### config.mk
export PLATFORM = sky130hd
export DESIGN_NAME = lsu_mem_access
export DESIGN_NICKNAME = d
export VERILOG_FILES = /design/src/rtl/lsu_mem_access.sv
export SDC_FILE = /design/constraint.sdc
export NUM_CORES = 1
export LEC_CHECK = 0
export ABC_CLOCK_PERIOD_IN_PS = 3800
export CORE_UTILIZATION = 46
export DETAILED_ROUTE_END_ITERATION = 12
export MAX_ROUTING_LAYER = met4
export PLACE_DENSITY = 0.78
export SLEW_MARGIN = 20
export SYNTH_ARGS = -nofsm -noshare
export SYNTH_HDL_FRONTEND = slang
export SYNTH_SLANG_ARGS = --single-unit
### constraint.sdc
create_clock -name clk -period 3.8 [get_ports clk]
set_clock_uncertainty 0.2 [all_clocks]
set_input_delay 0.76 -clock clk [delete_from_list [all_inputs] [get_ports clk]]
set_output_delay 0.76 -clock clk [all_outputs]
set_load 0.005 [all_outputs]
### src/rtl/lsu_mem_access.sv
// Load/store execute-memory stage: effective address, single valid/ready request, load align/extend.
// Optional misaligned-access trap enabled by defining LSU_MISALIGN_CHK_EN.
module lsu_mem_access #(
  parameter int XLEN = 32
) (
  input  logic            clk,
  input  logic            rst,
  input  logic            is_load_in,
  input  logic            zero_ext_in,
  input  logic            is_nop_in,
  input  logic [1:0]      size_in,
  input  logic [4:0]      rd_in,
  input  logic [11:0]     imm_in,
  input  logic [XLEN-1:0] rs1_val_in,
  input  logic [XLEN-1:0] rs2_val_in,
  output logic            stall_out,
  output logic            mem_req_valid,
  input  logic            mem_req_ready,
  output logic            mem_req_we,
  output logic [XLEN-1:0] mem_req_addr,
  output logic [3:0]      mem_req_be,
  output logic [XLEN-1:0] mem_req_wdata,
  input  logic            mem_rsp_valid,
  input  logic [XLEN-1:0] mem_rsp_rdata,
  output logic            wb_valid,
  output logic [4:0]      wb_rd,
  output logic [XLEN-1:0] wb_data,
  output logic            store_done,
  output logic            misalign_err
);

  if (XLEN != 32) begin : g_xlen_chk
    $error("lsu_mem_access: only XLEN = 32 is supported");
  end

  typedef enum logic [1:0] {IDLE, REQ, WAIT, DONE} state_t;
  state_t state, state_nxt;

  function automatic logic [3:0] lane_be(input logic [1:0] size, input logic [1:0] off);
    case (size)
      2'b00:   return 4'b0001 << off;
      2'b01:   return 4'b0011 << {off[1], 1'b0};
      default: return 4'b1111;
    endcase
  endfunction

  function automatic logic [XLEN-1:0] lane_wdata(input logic [1:0] size, input logic [XLEN-1:0] d);
    case (size)
      2'b00:   return {4{d[7:0]}};
      2'b01:   return {2{d[15:0]}};
      default: return d;
    endcase
  endfunction

  function automatic logic [XLEN-1:0] load_extract(input logic [1:0] size, input logic [1:0] off,
                                                   input logic zext, input logic [XLEN-1:0] rdata);
    logic [7:0]  b;
    logic [15:0] h;
    b = rdata[8*off +: 8];
    h = off[1] ? rdata[31:16] : rdata[15:0];
    case (size)
      2'b00:   return zext ? {{(XLEN-8){1'b0}}, b}  : {{(XLEN-8){b[7]}}, b};
      2'b01:   return zext ? {{(XLEN-16){1'b0}}, h} : {{(XLEN-16){h[15]}}, h};
      default: return rdata;
    endcase
  endfunction

  // Stage p0: operand decode and effective address, valid only while IDLE
  logic signed [XLEN-1:0] imm_sext_p0;
  logic [XLEN-1:0]        ea_p0;
  logic [XLEN-1:0]        addr_p0;
  logic                   mis_p0;
  logic                   accept_p0;

  assign imm_sext_p0 = {{(XLEN-12){imm_in[11]}}, imm_in};
  assign ea_p0       = rs1_val_in + imm_sext_p0;
  assign accept_p0   = (state == IDLE) && !is_nop_in;

`ifdef LSU_MISALIGN_CHK_EN
  assign mis_p0  = ((size_in == 2'b01) && ea_p0[0]) || (size_in[1] && (ea_p0[1:0] != 2'b00));
  assign addr_p0 = ea_p0;
`else
  assign mis_p0  = 1'b0;
  always_comb begin
    addr_p0 = ea_p0;
    if (size_in == 2'b01) addr_p0[0]   = 1'b0;
    else if (size_in[1])  addr_p0[1:0] = 2'b00;
  end
`endif

  // Stage p1: operation latched on accept, held until DONE
  logic       is_load_p1;
  logic       zext_p1;
  logic [1:0] size_p1;
  logic       mis_p1;

  always_ff @(posedge clk) begin
    if (rst) state <= IDLE;
    else     state <= state_nxt;
  end

  always_ff @(posedge clk) begin
    if (rst) begin
      is_load_p1    <= 1'b0;
      zext_p1       <= 1'b0;
      size_p1       <= 2'b00;
      mis_p1        <= 1'b0;
      mem_req_we    <= 1'b0;
      mem_req_addr  <= '0;
      mem_req_be    <= 4'b0000;
      mem_req_wdata <= '0;
      wb_rd         <= 5'd0;
      wb_data       <= '0;
    end else begin
      if (accept_p0) begin
        is_load_p1    <= is_load_in;
        zext_p1       <= zero_ext_in;
        size_p1       <= size_in;
        mis_p1        <= mis_p0;
        mem_req_we    <= !is_load_in;
        mem_req_addr  <= addr_p0;
        mem_req_be    <= lane_be(size_in, addr_p0[1:0]);
        mem_req_wdata <= lane_wdata(size_in, rs2_val_in);
        wb_rd         <= rd_in;
      end
      // Stage p2: response captured only while waiting on our own request
      if ((state == WAIT) && mem_rsp_valid)
        wb_data <= load_extract(size_p1, mem_req_addr[1:0], zext_p1, mem_rsp_rdata);
    end
  end

  always_comb begin
    state_nxt     = state;
    stall_out     = 1'b0;
    mem_req_valid = 1'b0;
    wb_valid      = 1'b0;
    store_done    = 1'b0;
    misalign_err  = 1'b0;
    case (state)
      IDLE: begin
        if (!is_nop_in) begin
          stall_out = 1'b1;
          state_nxt = mis_p0 ? DONE : REQ;
        end
      end
      REQ: begin
        stall_out     = 1'b1;
        mem_req_valid = 1'b1;
        if (mem_req_ready) state_nxt = is_load_p1 ? WAIT : DONE;
      end
      WAIT: begin
        stall_out = 1'b1;
        if (mem_rsp_valid) state_nxt = DONE;
      end
      DONE: begin
        state_nxt    = IDLE;
        wb_valid     = is_load_p1 && !mis_p1 && (wb_rd != 5'd0);
        store_done   = !is_load_p1 && !mis_p1;
        misalign_err = mis_p1;
      end
      default: state_nxt = IDLE;
    endcase
  end

endmodule

# ---- After elaboration in Yosys (flattened, before gate mapping)
# Index checks and enable logic that the tools add are counted.
dict set report totals {
  register_bits 112
  elab_cells 53
}
dict set report classes {
  muxes 19
  shifts 3
  n_addsub 1
  eq_ne 8
  reduce_logical 12
}
# cell count
set ops {}
lappend ops {{32-bit case mux with 2 select lines} 2}
lappend ops {{32-bit two-way mux} 2}
lappend ops {{32-bit adder} 1}
lappend ops {{32-bit by 6-bit variable part select with 8-bit output} 1}
lappend ops {{16-bit two-way mux} 1}
lappend ops {{2-bit two-way mux} 4}
lappend ops {{2-bit case mux with 4 select lines} 1}
lappend ops {{4-bit case mux with 2 select lines} 1}
lappend ops {{1-bit two-way mux} 7}
lappend ops {{2-bit by 1-bit == test with 1-bit output, second input constant} 3}
lappend ops {{2-bit logical NOT} 3}
lappend ops {{2-bit != test, second input constant} 3}
lappend ops {{5-bit nonzero test} 1}
lappend ops {{2-bit == test, second input constant} 2}
lappend ops {{1-bit by 2-bit left shift with 4-bit output, first input constant} 1}
lappend ops {{2-bit by 2-bit left shift with 4-bit output, first input constant} 1}
lappend ops {{1-bit logical AND} 3}
lappend ops {{1-bit logical NOT} 3}
lappend ops {{3-bit AND reduction} 1}
lappend ops {{1-bit case mux with 2 select lines} 1}
lappend ops {{2-bit OR reduction} 1}

# ---- Longest topological paths before layout
dict set report logic_depth {
  depth_word 5
  mapped_depth 9
}

# ---- Worst setup path after synthesis
# Ideal clock, no wire load.
dict set report synth_path {
  kind {input port to flip-flop}
  from {in imm_in[0]}
  to {reg mem_req_addr[18]}
  setup_slack_ps 904
  stages 9
  setup_time_ps 116
  t_arrival_ps 2580
  required_time_ps 3484
  cell_sequence {ha_1 -> fa_1 -> a21oi_1 -> o21ai_1 -> a21oi_1 -> o21ai_2 -> a31oi_1 -> mux2i_1 -> a31o_2}
}
dict set report synth_via {
  elab_chain_cells 1
}
# element line_no
set synth_rtl {}
lappend synth_rtl {{from (decl)} 13} ;# input logic [11:0] imm_in,
lappend synth_rtl {{32-bit adder} 76} ;# assign ea_p0 = rs1_val_in + imm_sext_p0;
lappend synth_rtl {{to (signal assigned)} 121} ;# mem_req_addr <= addr_p0;
lappend synth_rtl {{to (decl)} 20} ;# output logic [XLEN-1:0] mem_req_addr,
# Every way passes these cells.
# A chain may end at the register's enable or synchronous reset.

# ---- Worst setup path after layout
dict set report layout_path {
  from {in imm_in[0]}
  to {reg mem_req_addr[22]}
}
# Same word-level chain as after synthesis.

==> reports/summary.txt <==
status - finished clean
Worst-Margin Slew - 0.7695 ns
Synth area leaders - dfxtp_1, nand2_1, a21oi_1, ha_1, o21ai_0
Worst Hold Class - reg -> reg
final instance area - 9397 um^2
CTS Buffer Depth - 2
Final min period - 3.202 ns
port buffer count - 231
final hold violation count - 0
final hold slack - 0.2514 ns
maxcap violations - 0
worst-path cell chain - clkdlybuf4s50_1, ha_1, fa_1, a21oi_1, o21ai_1, a21oi_1, o21ai_2, a21oi_2, nor3_1, a221o_1
RSZ-0062 raised after global routing - no
Post-CTS Hold Fix Bufs - 0
synthesized cell area - 6588 um^2
Leak - 0.003549 uW
Slew Limit Fails - 0
R2R Setup Slk - 1.41 ns
total routed wirelength - 21.11 mm
synth warn - 0
DR vias/cell - 5.658
syn nets - 1011
# fillers - 1201
Synth Instances - 852
Slowest-stage cell, CP - clkdlybuf4s50_1
WL/cell - 17.01 um
GR Util All Layers - 29.28%
overall die area - 14800 um^2
drt pass-1 iters - 5
Synth area leader - dfxtp_1
clk sinks - 112
Starting DRT DRC Count - 624
Avg Cell Area, Syn - 7.732 um^2
CTS root buffer - clkbuf_16
final count of negative-setup-slack endpoints - 0
Crit Path Max Fanout - 4
Required @ worst endpoint - 3.85 ns
Pwr Total - 4764 uW
Bufs and invs on worst path - 1
CORE AREA - 13930 um^2
Post-synth EDFFs - 0
Top FF cell, synth - dfxtp_1
initial antenna violation count - 0
vias in the first global route - 6329
Clk pin slew, worst setup/hold paths - 0.08 ns
placed inst area - 9060 um^2
Final WS setup - 0.5985 ns
H-tree Lvls - 3
Tcrit/Tclk final - 84.25%
first-pass GRT wire length - 33.04 mm
Place WS - 0.2405 ns
Die Span Y - 121.7 um
Largest delay share family, worst path - compound AO/OA/AOI/OAI gates
share of the synthesized area in the top cell type - 34.04%
postcts setup bufs - 0
Inserted Diodes - 0
CTS tree - done
CP peak stage delay - 0.44 ns
setup_tns - 0 ns
GRT overflow - 0
VDD IR max - 0.2594 mV
Final nets - 1215
clk_lat worst skew - 0.35 ns
drt drc - 0
share of post-route cells with drive strength above 1 - 5.655%
DR vias - 7022
relative max-transition margin - 48.70%
critical path class - in -> reg
Cell Rows - 43
Num CTS Buffers - 9
crit path DAT - 3.25 ns
Cell Pwr Density - 507.0 nW/um^2
routability cong. - 0.9495
IO Pins - 233
placed wire-length estimate - 15.68 mm
FF+latch count, synth - 112
largest net degree at the start of global routing - 80
Peak Freq - 312.4 MHz
synth unique cells - 60
sequential cell area fraction in the yosys report - 34.04%
CP Capture Type - register
starting density of the core - 47.27%
Resized cells post-CTS - 0
Worst setup SP type - input port
antenna viol nets, final - 0
die width - 121.7 um
Syn-to-layout area delta - 42.64%
async set or reset register ratio after synthesis - 0%
crit-path most repeated cell - a21oi_1
[worst min-delay path: stages (launching register included)]
cell	delay, ns
dfxtp_1	0.31
nand2_1	0.05
a21oi_1	0.05
[path summary, 6_finish.rpt]
check                                                  start                       endpoint  cells past startpoint
worst min register to register  mem_req_addr[3]$_SDFFE_PP0P_   mem_req_addr[3]$_SDFFE_PP0P_                      2
worst max register to register         state[0]$_SDFFE_PP0P_  mem_req_addr[31]$_SDFFE_PP0P_                      6
worst min-delay path            mem_req_addr[3]$_SDFFE_PP0P_   mem_req_addr[3]$_SDFFE_PP0P_                      2
worst max-delay path                               imm_in[0]  mem_req_addr[22]$_SDFFE_PP0P_                     10
[logic make-up (layout without fill, tap and decap cells)]
kind of cell | Yosys count | in the layout | synth area share, %
AO/OA/AOI/OAI | 271 | 271 | 25.20
XOR/XNOR | 17 | 17 | 2.260
adder cells (fa/ha/maj) | 37 | 37 | 7.141
buffers and inverters | 71 | 280 | 4.331
flip-flops | 112 | 112 | 34.04
multiplexers | 34 | 34 | 6.705
other | 1 | 1 | 0.05693
AND/OR/NAND/NOR | 309 | 309 | 20.27
[layout by cell type, fill, tap and decap left out, types with 4 or more instances in the layout]
cell               n
or3_1              4
and2_1             5
ha_1              36
mux2i_1           25
xnor2_1            9
and3_1             4
clkbuf_16          9
nand2b_1           5
a311oi_1           9
nand4_1           12
nor3_1             5
o21a_1             4
nand3_1           23
mux4_2             8
a211o_1            6
inv_1             12
dfxtp_1          112
buf_4             20
a211oi_1          23
a21o_1             9
o211ai_1          13
xor2_1             8
nand2_1          164
a21oi_1          100
o21ai_0           68
nor2_1            69
clkdlybuf4s50_1  230
a31oi_1            6
and4_1             4
[routing by layer]
metal / global-route usage (%) / part of all wire, %
met1: 38.47 / 45
met2: 45.17 / 46
met3: 5.197 / 6.6
met4: 10.11 / 2.8
met5: - / 0
[through the flow]
stage | cells | utilization [%]
after floorplan | 852 | -
after global placement | 1225 | 65.02
after detailed placement | 1225 | 65.02
after CTS | 1241 | 67.43
after global routing | 1241 | 67.43
final | 1241 | 67.43
[report_power, final]
| group | leakage (uW) | internal [uW] | switching [uW] |
|---|---|---|---|
| clock | 0.000165 | 607 | 475 |
| combinational | 0.00247 | 1030 | 1020 |
| sequential | 0.000918 | 1450 | 176 |
| total | 0.00355 | 3090 | 1670 |
[cell usage after synthesis, drive strengths merged, types with 2 or more instances]
master	instances
nand2	164
mux4	8
xor2	8
a21oi	102
a311oi	9
a211o	6
buf	15
o21ai	72
xnor2	9
a211oi	25
clkbuf	44
a21boi	2
a31o	3
nand2b	6
nor2	69
or2	4
o22ai	2
nand3b	2
a221o	3
o21a	4
or3	4
nand4	12
nor3	6
o211ai	13
dfxtp	112
mux2i	25
a21o	9
and4	4
ha	36
o31ai	3
a32oi	2
nand3	23
nor2b	4
and3	4
a31oi	6
inv	12
and2	5
o2111a	2
[layout make-up]
cell class	count	area [um^2]	share of cell area, %
clock inverter	6	97.59	1.039
clock buffer	10	239.0	2.543
tap	180	225.2	2.397
timing repair buffer	252	2477	26.36
sequential	112	2242	23.86
inverter	12	45.04	0.4794
multi-input combinational	669	4070	43.32
[flip-flops by register name, indices dropped and copies added, names as in the netlist]
| signal | count |
|---|---|
| is_load_p1 | 1 |
| mem_req_addr | 32 |
| mem_req_be | 4 |
| mem_req_wdata | 32 |
| state | 2 |
| size_p1 | 2 |
| zext_p1 | 1 |
| wb_rd | 5 |
| wb_data | 32 |
| mem_req_we | 1 |
Power figures use the tool's default switching activity.
